### config.mk
export PLATFORM = sky130hd
export DESIGN_NAME = pipe_int_ctrl
export DESIGN_NICKNAME = d
export VERILOG_FILES = /design/src/rtl/pipe_ctrl_pkg.sv /design/src/rtl/irq_prio_enc.sv /design/src/rtl/pipe_int_ctrl.sv
export SDC_FILE = /design/constraint.sdc
export NUM_CORES = 1
export LEC_CHECK = 0
export BUFFER_PORTS_ARGS = -buffer_cell sky130_fd_sc_hd__buf_4
export CAP_MARGIN = 20
export CORE_ASPECT_RATIO = 0.7
export CORE_MARGIN = 2
export CORE_UTILIZATION = 53
export CTS_BUF_LIST = sky130_fd_sc_hd__clkbuf_2 sky130_fd_sc_hd__clkbuf_4 sky130_fd_sc_hd__clkbuf_8
export CTS_CLUSTER_SIZE = 20
export DETAILED_ROUTE_END_ITERATION = 8
export PLACE_DENSITY = 0.86
export SYNTH_ARGS = -nofsm -noshare
export SYNTH_HDL_FRONTEND = slang
export SYNTH_SLANG_ARGS = --single-unit
### constraint.sdc
create_clock -name clk -period 4.3 [get_ports clk]
set_input_delay 0.215 -clock clk [delete_from_list [all_inputs] [get_ports clk]]
set_output_delay 0.215 -clock clk [all_outputs]
set_load 0.05 [all_outputs]
### src/rtl/pipe_ctrl_pkg.sv
// Shared types, default sizes and the vector-address helper for the interrupt/pipeline controller.
package pipe_ctrl_pkg;

    localparam int             PC_W_DEF      = 10;
    localparam int             DEPTH_DEF     = 3;
    localparam int             NUM_IRQ_DEF   = 4;
    localparam logic [9:0]     VEC_BASE_DEF  = 10'h300;
    localparam int             VEC_SHIFT_DEF = 2;

    typedef enum logic [2:0] {
        ST_IDLE,
        ST_DRAIN,
        ST_REDIRECT,
        ST_SERVICE,
        ST_RETURN
    } state_e;

    // Caller truncates the result to its PC width, giving wrap-around.
    function automatic logic [31:0] vec_addr(input logic [31:0] base,
                                             input logic [31:0] idx,
                                             input int          shift);
        return base + (idx << shift);
    endfunction

endpackage

### src/rtl/irq_prio_enc.sv
// Combinational lowest-index priority encoder with a valid flag.
module irq_prio_enc
    import pipe_ctrl_pkg::*;
#(
    parameter int NUM_IRQ = NUM_IRQ_DEF,
    localparam int IDX_W  = (NUM_IRQ > 1) ? $clog2(NUM_IRQ) : 1
) (
    input  logic [NUM_IRQ-1:0] req_i,
    output logic               valid_o,
    output logic [IDX_W-1:0]   idx_o
);

    // Scanning downward lets the lowest set index overwrite higher ones.
    always_comb begin
        valid_o = 1'b0;
        idx_o   = '0;
        for (int i = NUM_IRQ - 1; i >= 0; i--) begin
            if (req_i[i]) begin
                valid_o = 1'b1;
                idx_o   = IDX_W'(i);
            end
        end
    end

endmodule

### src/rtl/pipe_int_ctrl.sv
// Interrupt arbitration and pipeline drain/redirect controller with EPC save/restore.
// Define INT_NESTING_EN to allow lower-index requests to pre-empt a running handler (2-deep EPC stack).
module pipe_int_ctrl
    import pipe_ctrl_pkg::*;
#(
    parameter int              PC_W      = PC_W_DEF,
    parameter int              DEPTH     = DEPTH_DEF,
    parameter int              NUM_IRQ   = NUM_IRQ_DEF,
    parameter logic [PC_W-1:0] VEC_BASE  = PC_W'(VEC_BASE_DEF),
    parameter int              VEC_SHIFT = VEC_SHIFT_DEF
) (
    input  logic               clk,
    input  logic               rst,
    input  logic [NUM_IRQ-1:0] irq_req,
    input  logic [NUM_IRQ-1:0] irq_mask,
    input  logic [PC_W-1:0]    fetch_pc,
    input  logic               branch_pending,
    input  logic               eret,
    output logic               stall_fetch,
    output logic [DEPTH-1:0]   flush,
    output logic               pc_redirect_valid,
    output logic [PC_W-1:0]    pc_redirect,
    output logic [PC_W-1:0]    epc,
    output logic [NUM_IRQ-1:0] irq_ack,
    output logic               int_active,
    output logic               available_for_int
);

    localparam int IDX_W = (NUM_IRQ > 1) ? $clog2(NUM_IRQ) : 1;
    localparam int CNT_W = $clog2(DEPTH) + 1;

    state_e               state_q, state_d;
    logic [CNT_W-1:0]     cnt_q, cnt_d;
    logic [IDX_W-1:0]     idx_q, idx_d;
    logic [PC_W-1:0]      epc_q, epc_d;
    logic                 win_valid;
    logic [IDX_W-1:0]     win_idx;
    logic [NUM_IRQ-1:0]   req_masked;
    logic                 nest_d;

    logic                 stall_q, redir_valid_q, active_q, avail_q;
    logic [DEPTH-1:0]     flush_q, flush_d;
    logic [PC_W-1:0]      redir_pc_q, redir_pc_d;
    logic [NUM_IRQ-1:0]   ack_q, ack_d;

    assign req_masked = irq_req & irq_mask;

    irq_prio_enc #(.NUM_IRQ(NUM_IRQ)) u_prio_enc (
        .req_i   (req_masked),
        .valid_o (win_valid),
        .idx_o   (win_idx)
    );

`ifdef INT_NESTING_EN
    logic [PC_W-1:0]  stk_epc_q [2];
    logic [IDX_W-1:0] stk_idx_q [2];
    logic [1:0]       sp_q, sp_d;
    logic             push, pop, top;

    // With sp in {1,2}, the top entry lives at index sp-1, i.e. the inverse of sp[0].
    assign top    = ~sp_q[0];
    assign nest_d = (sp_d != 2'd0);

    always_ff @(posedge clk) begin
        if (!rst) begin
            sp_q <= 2'd0;
            for (int i = 0; i < 2; i++) begin
                stk_epc_q[i] <= '0;
                stk_idx_q[i] <= '0;
            end
        end else begin
            sp_q <= sp_d;
            if (push) begin
                stk_epc_q[sp_q[0]] <= epc_q;
                stk_idx_q[sp_q[0]] <= idx_q;
            end
        end
    end
`else
    assign nest_d = 1'b0;
`endif

    always_comb begin
        state_d = state_q;
        cnt_d   = cnt_q;
        idx_d   = idx_q;
        epc_d   = epc_q;
`ifdef INT_NESTING_EN
        push    = 1'b0;
        pop     = 1'b0;
        sp_d    = sp_q;
`endif
        case (state_q)
            ST_IDLE: begin
                if (win_valid && !branch_pending) begin
                    idx_d   = win_idx;
                    epc_d   = fetch_pc;
                    cnt_d   = CNT_W'(DEPTH - 1);
                    state_d = ST_DRAIN;
                end
            end
            ST_DRAIN: begin
                cnt_d = cnt_q - CNT_W'(1);
                if (cnt_q == CNT_W'(1)) state_d = ST_REDIRECT;
            end
            ST_REDIRECT: state_d = ST_SERVICE;
            ST_SERVICE: begin
                if (eret) begin
                    state_d = ST_RETURN;
`ifdef INT_NESTING_EN
                // Pre-emption also waits out a taken branch so the saved PC is the real successor.
                end else if (win_valid && (win_idx < idx_q) && (sp_q != 2'd2) && !branch_pending) begin
                    push    = 1'b1;
                    sp_d    = sp_q + 2'd1;
                    idx_d   = win_idx;
                    epc_d   = fetch_pc;
                    cnt_d   = CNT_W'(DEPTH - 1);
                    state_d = ST_DRAIN;
`endif
                end
            end
            ST_RETURN: begin
                state_d = ST_IDLE;
`ifdef INT_NESTING_EN
                if (sp_q != 2'd0) begin
                    pop     = 1'b1;
                    sp_d    = sp_q - 2'd1;
                    epc_d   = stk_epc_q[top];
                    idx_d   = stk_idx_q[top];
                    state_d = ST_SERVICE;
                end
`endif
            end
            default: state_d = ST_IDLE;
        endcase
    end

    // Outputs are computed from the next state so every output can be a plain register.
    always_comb begin
        flush_d    = '0;
        redir_pc_d = redir_pc_q;
        ack_d      = '0;
        if (state_d == ST_REDIRECT) begin
            flush_d    = DEPTH'(1);
            redir_pc_d = PC_W'(vec_addr(32'(VEC_BASE), 32'(idx_d), VEC_SHIFT));
            ack_d      = NUM_IRQ'(1) << idx_d;
        end else if (state_d == ST_RETURN) begin
            flush_d    = {1'b0, {(DEPTH-1){1'b1}}};
            redir_pc_d = epc_q;
        end
    end

    always_ff @(posedge clk) begin
        if (!rst) begin
            state_q       <= ST_IDLE;
            cnt_q         <= '0;
            idx_q         <= '0;
            epc_q         <= '0;
            stall_q       <= 1'b0;
            flush_q       <= '0;
            redir_valid_q <= 1'b0;
            redir_pc_q    <= '0;
            ack_q         <= '0;
            active_q      <= 1'b0;
            avail_q       <= !branch_pending;
        end else begin
            state_q       <= state_d;
            cnt_q         <= cnt_d;
            idx_q         <= idx_d;
            epc_q         <= epc_d;
            stall_q       <= (state_d == ST_DRAIN);
            flush_q       <= flush_d;
            redir_valid_q <= (state_d == ST_REDIRECT) || (state_d == ST_RETURN);
            redir_pc_q    <= redir_pc_d;
            ack_q         <= ack_d;
            active_q      <= (state_d == ST_SERVICE) || ((state_d != ST_IDLE) && nest_d);
            avail_q       <= (state_d == ST_IDLE) && !branch_pending;
        end
    end

    assign stall_fetch       = stall_q;
    assign flush             = flush_q;
    assign pc_redirect_valid = redir_valid_q;
    assign pc_redirect       = redir_pc_q;
    assign epc               = epc_q;
    assign irq_ack           = ack_q;
    assign int_active        = active_q;
    assign available_for_int = avail_q;

endmodule

---- Word level (Yosys, flattened, before mapping) ----
Cells that the tools add are included.
storage, ports and cells
  register bits ........................... 38
  bits of input ports ..................... 22
  word-level logic and storage cells ...... 59
operators by class
  add/sub/neg operators ................... 2
  equal/unequal tests ..................... 9
  shift-type cells ........................ 1
  muxes and demuxes ....................... 21
  bitwise operators ....................... 2
  reduce and logical (&&, ||, !) cells .... 12
operators with widths
  kind                     count
  $mux W10                 2
  $mux W2                  7
  $eq A3 B2 Y1 const B     4
  $mux W3                  4
  $pmux W3 S4              1
  $add A10 B4 Y10 const A  1
  $eq A3 B1 Y1 const B     3
  $logic_not A3 Y1         2
  $mux W1                  6
  $pmux W3 S2              1
  $reduce_and A2 Y1        3
  $and A4 B4 Y4            1
  $reduce_bool A2 Y1       2
  $shl A1 B2 Y4 const A    1
  $eq A3 B3 Y1 const B     1
  $sub A3 B1 Y3 const B    1
  $logic_and A1 B1 Y1      2
  $ne A2 B2 Y1 const B     1
  $reduce_or A2 Y1         1
  $logic_not A1 Y1         1
  $logic_or A1 B1 Y1       1
  $not A1 Y1               1

---- Longest topological paths before layout ----
  depth after elaboration ................. 11
  mapped depth ............................ 8

---- Hierarchy ----
From an unflattened synthesis, not the netlist that was laid out.
unflattened totals
  cell total of the unflattened synthesis .. 177
  area total of the unflattened synthesis .. 1555.2 µm²
by module, submodules not included
  module         instances  cells an instance  area an instance (µm²)  sequential area each (µm²)
  pipe_int_ctrl  1          170                1520.2                  740.7
  irq_prio_enc   1          7                  35.0                    0.0

---- Least setup slack after synthesis ----
No wires, ideal clock.
  path kind ............................... register to register
  start point ............................. reg state_q[2]
  end point ............................... reg epc_q[0] (netlist: epc[0])
  data arrival time ....................... 1.500 ns
  required time ........................... 4.172 ns
  slack ................................... 2.672 ns
  stages on the path, launching flop included .. 6
  buffers on the path ..................... 1
  cell sequence ........................... dfxtp_1 > or4_4 > a21oi_4 > buf_6 > mux2i_1 > nor2_1
between the ends
  longest elaborated chain between the ends .. 2
RTL lines
  item                         RTL line              source
  from (decl)                  pipe_int_ctrl.sv:32   state_e state_q, state_d;
  from (signal assigned)       pipe_int_ctrl.sv:167  state_q <= state_d;
  $logic_not A3 Y1             pipe_int_ctrl.sv:93   case (state_q)
  $reduce_and A2 Y1 (no line)  --
  to (signal assigned)         pipe_int_ctrl.sv:170  epc_q <= epc_d;
  to (decl)                    pipe_int_ctrl.sv:35   logic [PC_W-1:0] epc_q, epc_d;
No other way between the ends.
A chain may end at the register's enable or synchronous reset.

---- Worst setup path in the final report ----
  start point ............................. reg state_q[2]
  end point ............................... reg ack_q[0] (netlist: irq_ack[0])
between the ends
  longest elaborated chain between the ends .. 4
RTL lines
  item                                  RTL line              source
  $eq A3 B2 Y1 (tied with other cells)  pipe_int_ctrl.sv:93
  $pmux W3 S4                           pipe_int_ctrl.sv:93
  $eq A3 B2 Y1                          pipe_int_ctrl.sv:143  if (state_d == ST_REDIRECT) begin
  $reduce_and A2 Y1 (no line)           --
  to (signal assigned)                  pipe_int_ctrl.sv:175  ack_q <= ack_d;
  to (decl)                             pipe_int_ctrl.sv:44   logic [NUM_IRQ-1:0] ack_q, ack_d;
Several ways; a longest one is shown, not always the timed one.

==> flow_summary.ini <==
[outcome]
outcome = completed

[die]
rows = 15
die_x_um = 65.0
fp.dieH_um = 46.7
die-area_um2 = 3040
core_um2 = 2480
ios = 53
start_util_pct = 55.8

[worst_setup_path]
crit_arrival_ns = 2.22
reg2reg_slack_ns = 2.30
critical-path-top-delay-family = simple AND/OR/NAND/NOR gates
crit_slowest_cell = or4_4
r2r-end = irq_ack[0]
setup.worst_path.start_class = flop
worstPathMaxFanout = 16
critPathKind = reg2reg
reg2reg_depth = 5
cp_cell_sequence = or4_4 > a21oi_4 > or2b_2 > nand2_2 > nor3_1
r2r-start = state_q[2]
cpPeakStageDelay_ns = 0.57
worst-path-buf-inv = 0
path_depth = 5
cp.required_ns = 4.52
critPathCaptureType = flop

[layout]
multiInputGateArea_um2 = 588
layout_common_cells = buf_4, dfxtp_1, nor2_1
design_area_um2 = 1860
areaGrowthSynthToFinish_pct = 34.6
regArea_um2 = 741
antenna_cells = 0
layout_commonest_cell = buf_4
n_fill_cell = 196
nets = 213
drive_above_1_share_pct = 33.7
fin_cells = 224

[synth]
ys_seq_area_share_pct = 53.6
synthCells = 136
mappedNetlistNets = 160
muxShareOfSynthArea_pct = 8.70
synth_seq_cells = 37
synth-compound-area-share_pct = 13.9
synth_top_cell_by_area = dfxtp_1
synth_cell_type_count = 29
synth_top_family_by_area = simple AND/OR/NAND/NOR gates
yosys.area.top_type_share_pct = 53.6
synthAdderAreaFrac_pct = 1.81
synth_warnings = 0
yosys-top-cells-area = dfxtp_1, mux2i_1, nor2_1
syn_area_um2 = 1380
synthXorXnorAreaFrac_pct = 0.634
syn_avg_cell_area_um2 = 10.2
synthSimpleGateAreaFrac_pct = 17.2

[routing]
dr.pass1.iters = 4
wl_per_cell_um = 14.2
drt_iter0_markers = 72
wl_um = 3180
via_per_inst = 5.29
drtAntennaViolNets = 0
remaining_drc_errors = 0
vias = 1186

[grt]
grt_pass1_vias = 1088
grt-ovfl-total = 0
grt_max_degree = 25
grt_usage_pct = 23.2
antenna_found_initial = 0
grt_pass1_wl_um = 4990

[sta]
fin_crit_ns = 2.00
setup_viol = 0
relSlewSlack_pct = 43.0
clock.fmax_mhz = 500
final_hold_viol_count = 0
tns_ns = 0
worst_pin_slew_ns = 0.849
layout_setup_ws_ns = 2.30
rsz0062_at_grt = false
fin_crit_sh_pct = 46.5
drv_slew = 0
skew_ns = 0.00685

[hold_path]
min_to = available_for_int
min_path_cells = 2
hold_path_startpoint = branch_pending
worstHoldPathType = in2reg

[placed_design]
dpl_cell_area_um2 = 1770
hpwl_um = 2360
place_ws_ns = 2.33
numPlacedInstances = 216
gp_congestion = 0.802
port_buffers = 51

[flow_run]
maxCapViolations = 0

[cts]
clock_sinks = 37
clockRootBuffer = clkbuf_8
clockBufferDepth = 2
clkTransAtPathRegs_ns = 0.07
post_cts_resize_count = 0
clock_latency_ns = 0.30
cts_tree = done
post-cts-setup-buffer-count = 0
cts_hold_buf = 0
cts-buffers-inserted = 5
h-tree-depth = 2

[power_and_ir_drop]
p_leak_nw = 0.829
vdd_drop_max_mv = 0.292
power_density_nw_per_um2 = 406
total_power_w = 0.000755
-- final cells by class --
class / count / share of cell area, %
Clock buffer: 6 / 4.10
Tap cell: 34 / 2.29
Sequential cell: 37 / 39.8
Inverter: 5 / 1.01
Clock inverter: 2 / 0.538
Timing Repair Buffer: 51 / 20.6
Multi-Input combinational cell: 89 / 31.6
-- Yosys cell counts --
| cell | number |
|---|---|
| a22oi_1 | 4 |
| inv_1 | 5 |
| o21ai_0 | 1 |
| a22o_1 | 6 |
| and2b_1 | 1 |
| or4_4 | 1 |
| nand3_4 | 1 |
| buf_4 | 2 |
| or2b_2 | 1 |
| a32o_1 | 1 |
| ha_1 | 2 |
| a21oi_1 | 8 |
| a21oi_4 | 1 |
| nand2_2 | 1 |
| xor2_1 | 1 |
| a21o_1 | 1 |
| nand3b_1 | 1 |
| nand2_1 | 8 |
| dfxtp_1 | 37 |
| buf_6 | 1 |
| mux2i_1 | 12 |
| nand2b_1 | 3 |
| clkbuf_1 | 2 |
| a211oi_1 | 3 |
| nor3_1 | 8 |
| conb_1 | 1 |
| nor3b_1 | 2 |
| nor2_1 | 20 |
| o22a_1 | 1 |
-- power by group --
part / switching [W] / internal [W] / leakage [nW]
Sequential: 0.0000106 / 0.000360 / 0.301
Combinational: 0.0000896 / 0.0000527 / 0.480
Clock: 0.000124 / 0.000119 / 0.0484
-- per-layer routing --
metal	part of all wire [%]	GRT usage, %	vias to the layer above
met1	43	27.3	558
met4	1.3	8.33	0
met3	6.7	12.2	12
li1	-	-	575
met5	0	0	-
met2	49	37.1	41
-- worst max path at each step --
stage | from | to | slack [ns]
6_report | state_q[2] | irq_ack[0] | 2.30
5_1_grt | state_q[1] | irq_ack[0] | 2.19
4_1_cts | state_q[2] | irq_ack[0] | 2.31
3_5_place_dp | state_q[2] | irq_ack[0] | 2.33
3_3_place_gp | state_q[2] | pc_redirect[2] | 2.37
2_1_floorplan | state_q[2] | epc[0] | 2.67
-- registers in the layout, summed over array words and instances (netlist names) --
| name | cells |
|---|---|
| state_q | 3 |
| epc | 10 |
| int_active | 1 |
| irq_ack | 4 |
| stall_fetch | 1 |
| pc_redirect_valid | 1 |
| flush | 1 |
| available_for_int | 1 |
| cnt_q | 3 |
| idx_q | 2 |
| pc_redirect | 10 |
-- logic make-up (layout without fill, tap and decap cells) --
| kind of cell | after synthesis | in the layout |
|---|---|---|
| buf+inv | 10 | 64 |
| other cells | 1 | 1 |
| mux | 12 | 12 |
| flops | 37 | 37 |
| xor+xnor | 1 | 1 |
| fa+ha+maj | 2 | 2 |
| simple gates | 47 | 47 |
| compound gates | 26 | 26 |
-- metrics by stage --
stage,utilization [%],hold slack (ns)
after floorplan,-,0.288
after global placement,71.6,0.392
after detailed placement,71.6,0.392
after CTS,75.1,0.0771
after global routing,75.1,0.0736
final,75.1,0.0854
No activity file was read; power rests on OpenSTA's default activity.
